### config.mk
export PLATFORM = sky130hd
export DESIGN_NAME = fetch_queue
export DESIGN_NICKNAME = d
export VERILOG_FILES = /design/src/rtl/fetch_pkg.sv /design/src/rtl/fetch_fifo.sv /design/src/rtl/fetch_queue.sv
export SDC_FILE = /design/constraint.sdc
export NUM_CORES = 1
export LEC_CHECK = 0
export CAP_MARGIN = 20
export CORE_UTILIZATION = 50
export DETAILED_ROUTE_END_ITERATION = 16
export GPL_TIMING_DRIVEN = 0
export PLACE_DENSITY_LB_ADDON = 0.25
export SYNTH_ARGS = -nofsm -noshare
export SYNTH_HDL_FRONTEND = slang
export SYNTH_SLANG_ARGS = --single-unit
### constraint.sdc
create_clock -name clk -period 9.3 [get_ports clk]
set_input_delay 1.86 -clock clk [delete_from_list [all_inputs] [get_ports clk]]
set_output_delay 1.86 -clock clk [all_outputs]
set_load 0.02 [all_outputs]
### src/rtl/fetch_pkg.sv
// rtl/fetch_pkg.sv - shared constants and entry type for the instruction-fetch front end
package fetch_pkg;

  localparam int INST_W = 32;
  localparam logic [INST_W-1:0] NOP_INST = 32'h00000013;

  typedef struct packed {
    logic [63:0]       pc;
    logic [INST_W-1:0] inst;
  } fetch_entry_t;

endpackage

### src/rtl/fetch_fifo.sv
// rtl/fetch_fifo.sv - circular decoupling queue between fetch and decode
module fetch_fifo #(
  parameter int WIDTH = 96,
  parameter int DEPTH = 4
) (
  input  logic                       clk,
  input  logic                       reset,
  input  logic                       push,
  input  logic [WIDTH-1:0]           entry,
  input  logic                       pop,
  input  logic                       clear,
  output logic [WIDTH-1:0]           head,
  output logic [$clog2(DEPTH+1)-1:0] occupancy
);

  localparam int PTR_W = $clog2(DEPTH);
  localparam int OCC_W = $clog2(DEPTH+1);

  logic [WIDTH-1:0] mem [DEPTH];
  logic [PTR_W-1:0] rd_ptr;
  logic [PTR_W-1:0] wr_ptr;

  // Head is read from registered storage only, so a write is visible one cycle later.
  assign head = mem[rd_ptr];

  always_ff @(posedge clk) begin
    if (reset) begin
      rd_ptr    <= '0;
      wr_ptr    <= '0;
      occupancy <= '0;
      for (int i = 0; i < DEPTH; i++) mem[i] <= '0;
    end else if (clear) begin
      rd_ptr    <= '0;
      wr_ptr    <= '0;
      occupancy <= '0;
    end else begin
      if (push) begin
        mem[wr_ptr] <= entry;
        wr_ptr      <= wr_ptr + PTR_W'(1);
      end
      if (pop) rd_ptr <= rd_ptr + PTR_W'(1);
      if (push && !pop) occupancy <= occupancy + OCC_W'(1);
      else if (pop && !push) occupancy <= occupancy - OCC_W'(1);
    end
  end

  full_push_pop: assert property (@(posedge clk) disable iff (reset || clear)
    !(push && pop && occupancy == OCC_W'(DEPTH)));

endmodule

### src/rtl/fetch_queue.sv
// rtl/fetch_queue.sv - PC generator, credit-limited imem request port and decode queue
module fetch_queue
  import fetch_pkg::*;
#(
  parameter int              XLEN     = 64,
  parameter int              DEPTH    = 4,
  parameter int              IMEM_AW  = 14,
  parameter logic [XLEN-1:0] RESET_PC = '0
) (
  input  logic                       clk,
  input  logic                       reset,
  output logic                       imem_req,
  output logic [IMEM_AW-1:0]         imem_addr,
  input  logic [INST_W-1:0]          imem_rdata,
  input  logic                       redirect_valid,
  input  logic [XLEN-1:0]            redirect_pc,
  input  logic                       deq_ready,
  output logic                       deq_valid,
  output logic [INST_W-1:0]          deq_inst,
  output logic [XLEN-1:0]            deq_pc,
  output logic [$clog2(DEPTH+1)-1:0] occupancy,
  output logic [XLEN-1:0]            fetch_pc
);

  localparam int OCC_W   = $clog2(DEPTH+1);
  localparam int ENTRY_W = XLEN + INST_W;
  localparam logic [OCC_W:0] CREDITS = (OCC_W+1)'(DEPTH);

  logic               inflight;
  logic               deq_fire;
  logic               issue;
  logic               push;
  logic [XLEN-1:0]    pc_q;
  logic [XLEN-1:0]    redirect_aligned;
  logic [OCC_W:0]     committed;
  logic [ENTRY_W-1:0] head;

  assign deq_valid        = (occupancy != '0);
  assign deq_fire         = deq_valid & deq_ready & ~redirect_valid;
  assign redirect_aligned = redirect_pc & ~XLEN'(3);

  // Count held plus outstanding entries, less the one leaving, so the queue can never overflow.
  assign committed = {1'b0, occupancy} + (OCC_W+1)'(inflight) - (OCC_W+1)'(deq_fire);
  assign issue     = ~reset & ~redirect_valid & (committed < CREDITS);
  assign imem_req  = issue;
  assign imem_addr = fetch_pc[IMEM_AW+1:2];
  assign push      = inflight & ~redirect_valid;

  assign {deq_pc, deq_inst} = head;

  always_ff @(posedge clk) begin
    if (reset) begin
      fetch_pc <= RESET_PC;
      pc_q     <= '0;
      inflight <= 1'b0;
    end else if (redirect_valid) begin
      fetch_pc <= redirect_aligned;
      inflight <= 1'b0;
    end else begin
      inflight <= issue;
      if (issue) begin
        pc_q     <= fetch_pc;
        fetch_pc <= fetch_pc + XLEN'(4);
      end
    end
  end

  fetch_fifo #(
    .WIDTH(ENTRY_W),
    .DEPTH(DEPTH)
  ) u_fifo (
    .clk       (clk),
    .reset     (reset),
    .push      (push),
    .entry     ({pc_q, imem_rdata}),
    .pop       (deq_fire),
    .clear     (redirect_valid),
    .head      (head),
    .occupancy (occupancy)
  );

endmodule

==> metrics.md <==
| Metric | Value |
|---|---|
| Number of antenna violations at the first check in global routing | `4` |
| Dominant cell by count in the synthesized netlist | `edfxtp_1` |
| Run status | `finished, final reports clean` |
| Routed wire length | `63800 µm` |
| Placement row count | `77` |
| Final setup fails | `0` |
| First drt pass iteration count | `6` |
| Horizontal die dimension | `213 µm` |
| Antenna Violating Nets Remaining | `0` |
| Insertion delay to the later sink of the worst-skew pair | `0.61 ns` |
| Critical Path AT | `6.27 ns` |
| Post-synthesis async set-or-reset flop share | `0%` |
| Number of hold-repair buffers added at the cts stage | `0` |
| Part of the cycle the worst path needs | `87.4%` |
| Top cell types by occurrence after synthesis | `edfxtp_1 (376), nor2_1 (343), nand2_1 (259)` |
| Post-Syn Instances | `1866` |
| Clock sinks | `510` |
| Grt total ovfl | `0` |
| Parity-gate share of the synthesized area counting xor and xnor cells | `0.589%` |
| DR DRC count | `0` |
| Unrepaired setup endpoints after global routing | `false` |
| Count of state elements after synthesis | `510` |
| Library cell occupying the most area in the post-synthesis netlist | `edfxtp_1` |
| Count of input and output buffers | `271` |
| Main synth FF type | `edfxtp_1` |
| Maximum number of pins on one net before global-route repair | `26` |
| Number of enable-type register cells in the synthesized netlist | `376` |
| Placement-stage worst setup slack | `0.921 ns` |
| Area Overhead vs Synth | `25.4%` |
| Number of vias after detailed routing | `16267` |
| Total die area | `0.0455 mm²` |
| Basic-gate share of the synthesized area counting and, or, nand and nor cells | `15.1%` |
| Clock tree buffer depth | `3` |
| Post-Synthesis Cell Area | `0.0223 mm²` |
| Path type of the worst min-delay path | `flip-flop to flip-flop` |
| Vias in the first global route | `16047` |
| Number of primary I/O pins | `279` |
| Dominant combinational cell family by area after synthesis | `simple AND/OR/NAND/NOR gates` |
| Type of the worst setup path | `input port to output pin` |
| First-pass GRT wire length | `93900 µm` |
| Proportion of synthesized chip area in sequential cells | `62.6%` |
| Ranking of synthesized cells by area | `edfxtp_1 (51%), dfxtp_1 (12%), mux4_2 (9.5%), nor2_1 (5.8%), nand2_1 (4.4%)` |
| Synthesized area per cell | `12.0 µm²` |
| Number of setup buffers added after CTS | `0` |
| Maximum clock frequency | `123 MHz` |
| Ratio of cells with drive above 1 in the final layout | `11.3%` |
| Wire per inst | `22.4 µm` |
| Overall routing resource usage | `28.1%` |
| Worst-path clk slew | `0.06 ns` |
| Fillcell total | `3557` |
| Final weighted congestion in routability-driven placement | `0.925` |
| Initial core utilization | `50.6%` |
| Total number of nets in the final design | `2320` |
| Mean number of vias per cell | `5.70` |
| Post-cts repair resize count | `0` |
| Top-area cell type share of the netlist area | `50.6%` |
| Height of the die | `213 µm` |
| Capturing element type of the critical path | `output pin` |
| Required time of the critical path | `7.44 ns` |
| Starting DRT DRC Count | `1437` |
| Worst setup SP type | `input port` |
| Worst setup slack after layout | `1.17 ns` |
| TritonCTS clock tree | `yes` |
| Layout Skew | `0.0180 ns` |
| Max-cap violations | `0` |
| Transition time of the tightest slew-check pin | `1.07 ns` |
| Tot Pwr | `0.00525 W` |
| Total area of multi-input combinational cells | `0.00728 mm²` |
| Final-layout worst hold slack | `0.456 ns` |
| Hold Vio Cnt, Final | `0` |
| Multiplexer share of the synthesized area | `9.74%` |
| Number of clock buffers inserted by TritonCTS | `53` |
| Placeable Area | `0.0441 mm²` |
| Worst ir drop on vdd | `0.000158 V` |
| Post-route minimum period | `8.13 ns` |
| Clock root cell | `clkbuf_16` |
| Number of library cell types mapped by synthesis | `72` |
| Detail Placement HPWL | `44200 µm` |
| Post-synthesis share of cell area spent on full adders, half adders and majority gates | `0.370%` |
| Static leakage | `10.1 nW` |
| Power per cell area | `188 mW/mm²` |
| Ys Warns | `0` |
| Area taken by flip-flops and latches | `0.0140 mm²` |
| Share of the synthesized area in compound gates (AO/OA/AOI/OAI) | `6.60%` |
| Fin. max-slew vios | `0` |
| Maximum fanout encountered on the critical timing path | `10` |
| Worst slew margin | `28.9%` |
| H-tree depth | `2` |
-- flip-flops by register name, indices dropped and copies added, names as in the netlist, named ones only --
name,flops
u_fifo.wr_ptr,2
pc_q,62
fetch_pc,62
u_fifo.rd_ptr,2
u_fifo.mem,376
inflight,1
u_fifo.occupancy,3
-- per-layer routing --
metal	global-route usage [%]	vias to the layer above	share of wire, %
li1	-	7400	-
met1	37.9	7977	40
met2	44.6	763	47
met3	6.55	121	9.6
met4	10.2	6	2.9
met5	0	-	0.074
-- worst paths after layout --
| kind | slack [ns] | end | cells past startpoint | startpoint |
|---|---|---|---|---|
| min | 0.46 | pc_q[4] | 2 | pc_q[4] |
| min reg2reg | 0.46 | pc_q[4] | 2 | pc_q[4] |
| max reg2reg | 5.13 | fetch_pc[24] | 15 | u_fifo.occupancy[2] |
| max | 1.17 | imem_req | 16 | redirect_valid |
-- power by group --
| part | switching (W) | leakage, nW | internal [W] |
|---|---|---|---|
| registers | 0.0000667 | 4.99 | 0.00253 |
| logic | 0.000275 | 4.24 | 0.000215 |
| clock network | 0.000895 | 0.855 | 0.00126 |
| total | 0.00124 | 10.1 | 0.00401 |
-- cells by family after synthesis --
family	count (synthesis)
buf+inv	274
fa+ha+maj	6
simple gates	758
flops	510
mux	99
xor+xnor	15
other cells	1
compound gates	203
-- stage by stage --
step	std cells	utilization, %	TNS [ns]	cell area (µm²)
after floorplan	1869	-	-14.89	22300
final	2853	63.4	0	28000
after global routing	2851	63.4	0	28000
after detailed placement	2748	59.3	0	26200
after global placement	2732	58.4	-1844.43	25800
after CTS	2847	63.3	0	27900
-- cell type report --
type                    count  area share [%]
flip-flops and latches    510            49.9
multi-input cells        1085            26.0
repair buffers            290            11.1
clock buffers              73            5.34
well taps                 592            2.65
plain buffers             149            2.30
inverters                 125            1.68
clock inverters            26           0.970
diodes                      3          0.0268
-- worst max-delay path, cell delays in order --
cell and delay (ns):
clkdlybuf4s50_1 0.52, inv_1 0.25, and3_1 0.19, clkbuf_1 0.20, ha_1 0.18, inv_1 0.04, ha_1 0.25, and3b_1 0.16
buf_2 0.16, nor4b_4 0.48, o31ai_2 0.24, buf_6 0.20, inv_1 0.08, buf_2 0.34, buf_1 0.41, clkdlybuf4s50_1 0.70
-- cell usage in the layout (no fill, tap or decap), drive strengths merged, types with 6 or more instances in the layout --
master	instances
clkdlybuf4s50	271
dfxtp	134
nand4	26
clkinv	15
nor3	8
nor2	343
clkbuf	177
mux4	94
and2	9
a211oi	17
o31a	7
a31oi	7
and3	8
or4	19
xnor2	11
a311oi	37
nand3	30
edfxtp	376
and4	17
nand2	259
inv	126
nor4	16
or3	6
o31ai	17
a2111oi	7
o21ai	17
buf	64
a21oi	67
(Power assumes the default switching activity.)
